**src/rtl/card_select_ctrl.sv**
```systemverilog
// card_select_ctrl: debounces five buttons, moves a 4x4 grid cursor and qualifies card selects.
// Define CARD_SEL_WRAP_EN for wrapping cursor edges; otherwise the cursor saturates.
module card_select_ctrl #(
    parameter int DB_CYCLES = 500000,
    parameter int DB_W      = 20
) (
    input  logic       Clk,
    input  logic       Reset,
    input  logic       BtnU,
    input  logic       BtnD,
    input  logic       BtnL,
    input  logic       BtnR,
    input  logic       BtnC,
    input  logic       Enable,
    output logic [3:0] RdLoc,
    input  logic [5:0] RdData,
    output logic [3:0] Cursor,
    output logic       Select,
    output logic [5:0] CardSelectData,
    output logic [3:0] CardSelectLoc,
    output logic       Reject
);
    localparam logic [DB_W-1:0] DB_MAX = DB_W'(DB_CYCLES - 1);
    typedef enum logic [3:0] {
        IDLE  = 4'b0001,
        FETCH = 4'b0010,
        CHECK = 4'b0100,
        HOLD  = 4'b1000
    } state_t;
    state_t state_q, state_d;
    logic [4:0] btn_raw, sync1_q, sync2_q, db_q, db_d, tog, ev;
    logic [DB_W-1:0] cnt_q [5];
    logic [DB_W-1:0] cnt_d [5];
    logic [3:0] cursor_q, cursor_d, pend_q, pend_d, loc_q, loc_d;
    logic [5:0] data_q, data_d;
    logic sel_q, sel_d, rej_q, rej_d, hidden;
    logic [1:0] row, col, row_dec, row_inc, col_dec, col_inc;
    assign btn_raw = {BtnC, BtnR, BtnL, BtnD, BtnU};
    assign row = cursor_q[3:2];
    assign col = cursor_q[1:0];
    assign hidden = RdData[5:4] == 2'b01;
`ifdef CARD_SEL_WRAP_EN
    assign row_dec = row - 2'd1;
    assign row_inc = row + 2'd1;
    assign col_dec = col - 2'd1;
    assign col_inc = col + 2'd1;
`else
    assign row_dec = (row == 2'd0) ? row : row - 2'd1;
    assign row_inc = (row == 2'd3) ? row : row + 2'd1;
    assign col_dec = (col == 2'd0) ? col : col - 2'd1;
    assign col_inc = (col == 2'd3) ? col : col + 2'd1;
`endif
    // A press event fires in the cycle the debounced level is about to rise.
    always_comb begin
        for (int i = 0; i < 5; i++) begin
            tog[i] = (sync2_q[i] != db_q[i]) && (cnt_q[i] == DB_MAX);
            ev[i] = tog[i] && !db_q[i];
            db_d[i] = db_q[i] ^ tog[i];
            cnt_d[i] = (sync2_q[i] == db_q[i] || tog[i]) ? '0 : cnt_q[i] + 1'b1;
        end
    end
    always_comb begin
        state_d = state_q;
        cursor_d = cursor_q;
        pend_d = pend_q;
        sel_d = 1'b0;
        rej_d = 1'b0;
        data_d = data_q;
        loc_d = loc_q;
        case (state_q)
            IDLE: begin
                if (ev[4] && Enable) state_d = FETCH;
                else cursor_d = ev[0] ? {row_dec, col} : ev[1] ? {row_inc, col} :
                                ev[2] ? {row, col_dec} : ev[3] ? {row, col_inc} : cursor_q;
            end
            FETCH: begin
                pend_d = cursor_q;
                state_d = CHECK;
            end
            CHECK: begin
                sel_d = hidden;
                rej_d = !hidden;
                data_d = hidden ? RdData : data_q;
                loc_d = hidden ? pend_q : loc_q;
                state_d = HOLD;
            end
            HOLD: state_d = db_q[4] ? HOLD : IDLE;
            default: state_d = IDLE;
        endcase
    end
    always_ff @(posedge Clk) begin
        sync1_q <= btn_raw;
        sync2_q <= sync1_q;
    end
    always_ff @(posedge Clk) begin
        if (Reset) begin
            state_q <= IDLE;
            db_q <= '0;
            cnt_q <= '{default: '0};
            cursor_q <= '0;
            pend_q <= '0;
            sel_q <= 1'b0;
            rej_q <= 1'b0;
            data_q <= '0;
            loc_q <= '0;
        end else begin
            state_q <= state_d;
            db_q <= db_d;
            cnt_q <= cnt_d;
            cursor_q <= cursor_d;
            pend_q <= pend_d;
            sel_q <= sel_d;
            rej_q <= rej_d;
            data_q <= data_d;
            loc_q <= loc_d;
        end
    end
    assign RdLoc = cursor_q;
    assign Cursor = cursor_q;
    assign Select = sel_q;
    assign Reject = rej_q;
    assign CardSelectData = data_q;
    assign CardSelectLoc = loc_q;
endmodule

```
**config.mk**
```make
export PLATFORM = sky130hd
export DESIGN_NAME = card_select_ctrl
export DESIGN_NICKNAME = d
export VERILOG_FILES = /design/src/rtl/card_select_ctrl.sv
export SDC_FILE = /design/constraint.sdc
export NUM_CORES = 1
export LEC_CHECK = 0
export ABC_AREA = 1
export BUFFER_PORTS_ARGS = -buffer_cell sky130_fd_sc_hd__buf_2
export CAP_MARGIN = 30
export CORE_MARGIN = 4
export CORE_UTILIZATION = 25
export CTS_CLUSTER_DIAMETER = 50
export DETAILED_ROUTE_END_ITERATION = 10
export GPL_TIMING_DRIVEN = 0
export MAX_ROUTING_LAYER = met4
export SKIP_LAST_GASP = 1
export SYNTH_ARGS = -nofsm -noshare
export SYNTH_HDL_FRONTEND = slang
export SYNTH_SLANG_ARGS = --single-unit
```
**constraint.sdc**
```tcl
create_clock -name Clk -period 2.8 [get_ports Clk]
set_input_delay 0.14 -clock Clk [delete_from_list [all_inputs] [get_ports Clk]]
set_output_delay 0.14 -clock Clk [all_outputs]
set_load 0.02 [all_outputs]
```
==> reports/qor.csv <==
metric,value,unit
Final ANT Viol Nets,0,
drt first pass iters,4,
Yosys cell types,41,
final RePlAce weighted congestion,0.808,
Worst EP arrival,2.17,ns
post-synthesis sequential area ratio,43.5,%
Max Cap Viol,0,
RR Startpoint,cnt_q[60]$_SDFF_PP0_,
Die Wd,168,um
# rows,58,
Setup Viol. Count Final,0,
setup ws final,0.931,ns
drt initial violations,329,
Synth Instances,859,
Setup TNS,0,ns
Final nets,940,
CP startpoint,cnt_q[60]$_SDFF_PP0_,
first-pass GRT wire length,21600,um
relative slew slack,56.5,%
share of post-route cells with drive strength above 1,13.3,%
XOR/XNOR Fraction of Synth Area,4.38,%
synth-to-layout area growth,17.8,%
Port Buf Inserts,32,
CP Launch Type,register,
Post-Layout Cell Count,1258,
"Core Util, Final",29.9,%
final wirelength,12600,um
Clock Skew,0.00930,ns
synthesized area,0.00639,mm^2
Core Area,0.0252,mm^2
Clock Path Buffers,2,
mux cell area share after synthesis,0,%
worst hold path class,in -> reg,
H-tree Lvls,4,
post-layout min period,1.87,ns
Final period util,66.7,%
status,completed,
most frequent cells in the layout,"151 x nand2_1, 139 x dfxtp_1, 122 x nor2_1",
CTS buffer count,17,
Synth Warn #,0,
largest net degree at the start of global routing,17,
Synth Area in Adders,1.37,%
Fin. Hold Viols,0,
Slew @ Worst Pin,0.647,ns
hold depth,2,
RSZ-0062 raised after global routing,false,
CP Data Required Time,3.10,ns
I/O pin count,34,
syn nets,880,
CTS root buf,clkbuf_16,
drt wl/cell,9.98,um
post-DR vias/cell,4.23,
Post-Place Worst Slack,0.927,ns
kind of critical path,reg -> reg,
"most common cell after layout, fill and taps aside",nand2_1,
dpl cell area,0.00697,mm^2
Simple-Gate Fraction of Synth Area,34.6,%
pwr dens,525,mW/mm^2
initial antenna violation count,0,
Reg2Reg Depth,12,
filler cell count,2671,
Die Y,168,um
via count,5322,
CTS sink cnt,139,
start point of the worst hold path,Reset,
Static Leak,2.89,nW
initial core utilization,25.4,%
CP endpoint kind,register,
placed cells,1221,
VDD IR max,0.258,mV
Yosys reg bits,139,
HPWL Detailed,9280,um
# DRC,0,
GRT overflow,0,
largest family of logic cells by synthesized area,simple AND/OR/NAND/NOR gates,
flop-to-flop setup slack,0.93,ns
fin. max-slew vios,0,
ant diodes,0,
Die ar.,0.0282,mm^2
Fmax,0.535,GHz
Synth Area in Compound Gates,7.34,%
Total GRT Usage,9.34,%
syn_area_per_cell,7.44,um^2
Worst-path clk slew,0.06,ns
vias in the first global route,4794,
CTS tree,yes,
Crit Path Max Fanout,4,
clock latency on the worst-skew pair,0.41,ns
finished layout cell area,0.00753,mm^2
==> metrics by stage <==
stage | hold WS [ns] | total power [mW]
final | 0.0220 | 3.95
after global routing | 0.0202 | 4.12
after CTS | 0.00288 | 4.02
after detailed placement | 0.246 | 2.13
after global placement | 0.247 | 2.13
after floorplan | 0.168 | 2.09
==> where the power goes <==
group          internal [mW]  switching [mW]  total [mW]
registers               1.99          0.0124        2.01
clock network           1.10           0.761        1.86
logic                 0.0316          0.0533      0.0849
total                   3.13           0.827        3.95
==> layout make-up <==
type,instances,area [um^2],share of cell area (%)
Multi-Input combinational cell,578,3050,40.5
Sequential cell,139,2780,37.0
Inverter,128,480,6.38
Clock buffer,23,448,5.95
Tap cell,330,413,5.48
Timing Repair Buffer,41,250,3.32
Buffer,14,78.8,1.05
Clock inverter,5,25.0,0.332
==> flip-flops by register name, indices dropped and copies added (netlist names), named ones only <==
register	cells
state_q	4
Select	1
Cursor	4
sync1_q	5
cnt_q	100
Reject	1
pend_q	4
CardSelectLoc	4
CardSelectData	6
sync2_q	5
==> logic make-up after synthesis <==
logic type                 Yosys count
AOI/OAI and AO/OA                   88
xor gates and xnor gates            32
adders and majority gates            7
buffers and inverters              142
DFF                                139
and+or+nand+nor                    451
==> worst paths after layout <==
check | endpoint
min reg2reg | sync2_q[3]$_DFF_P_
max | Cursor[2]$_SDFFE_PP0P_
max reg2reg | Cursor[2]$_SDFFE_PP0P_
min | CardSelectData[2]$_SDFFE_PP0P_
==> what timing repair did <==
action / 4_1_cts / 5_1_grt
resized for setup: 0 / 0
buffers inserted: 0 / 0
hold buffers: 9 / 0
hold endpoints to repair: 9 / 0
==> metal layers <==
layer  global-route usage (%)  part of all wire (%)  vias to the layer above
met1                     11.9                    50                     2373
li1                         -                     -                     2881
met4                     2.22                  0.65                        0
met5                        -                     0                        -
met3                     2.84                   3.8                        7
met2                     14.5                    45                       61
==> synth_stat cells, drive strengths merged <==
| cell | count | share of area, % |
|---|---|---|
| a211oi | 1 | 0.12 |
| a21o | 1 | 0.12 |
| a21oi | 48 | 3.8 |
| a31oi | 5 | 0.49 |
| and3 | 1 | 0.12 |
| buf | 11 | 1.1 |
| clkbuf | 3 | 0.18 |
| clkinv | 1 | 0.059 |
| dfxtp | 139 | 44 |
| ha | 7 | 1.4 |
| inv | 127 | 7.5 |
| nand2 | 155 | 9.4 |
| nand3 | 52 | 4.8 |
| nand3b | 2 | 0.23 |
| nand4 | 24 | 2.3 |
| nor2 | 142 | 9.5 |
| nor3 | 49 | 4.7 |
| nor3b | 13 | 1.7 |
| nor4 | 9 | 1.4 |
| o2111ai | 1 | 0.14 |
| o21a | 4 | 0.47 |
| o21ai | 28 | 2.3 |
| or2 | 3 | 0.33 |
| or3 | 1 | 0.098 |
| xnor2 | 9 | 1.2 |
| xor2 | 23 | 3.2 |
==> worst max-delay path, cell delays in order (launching register included) <==
cell,delay [ns]
dfxtp_1,0.35
ha_1,0.18
nand2_1,0.10
nor2_1,0.21
inv_1,0.09
nor2_1,0.15
nand4_1,0.16
nand2_1,0.13
nand2_1,0.07
nor2_2,0.15
nand2_1,0.07
nand2_1,0.06
nor2_1,0.04
Power figures use the tool's default switching activity.
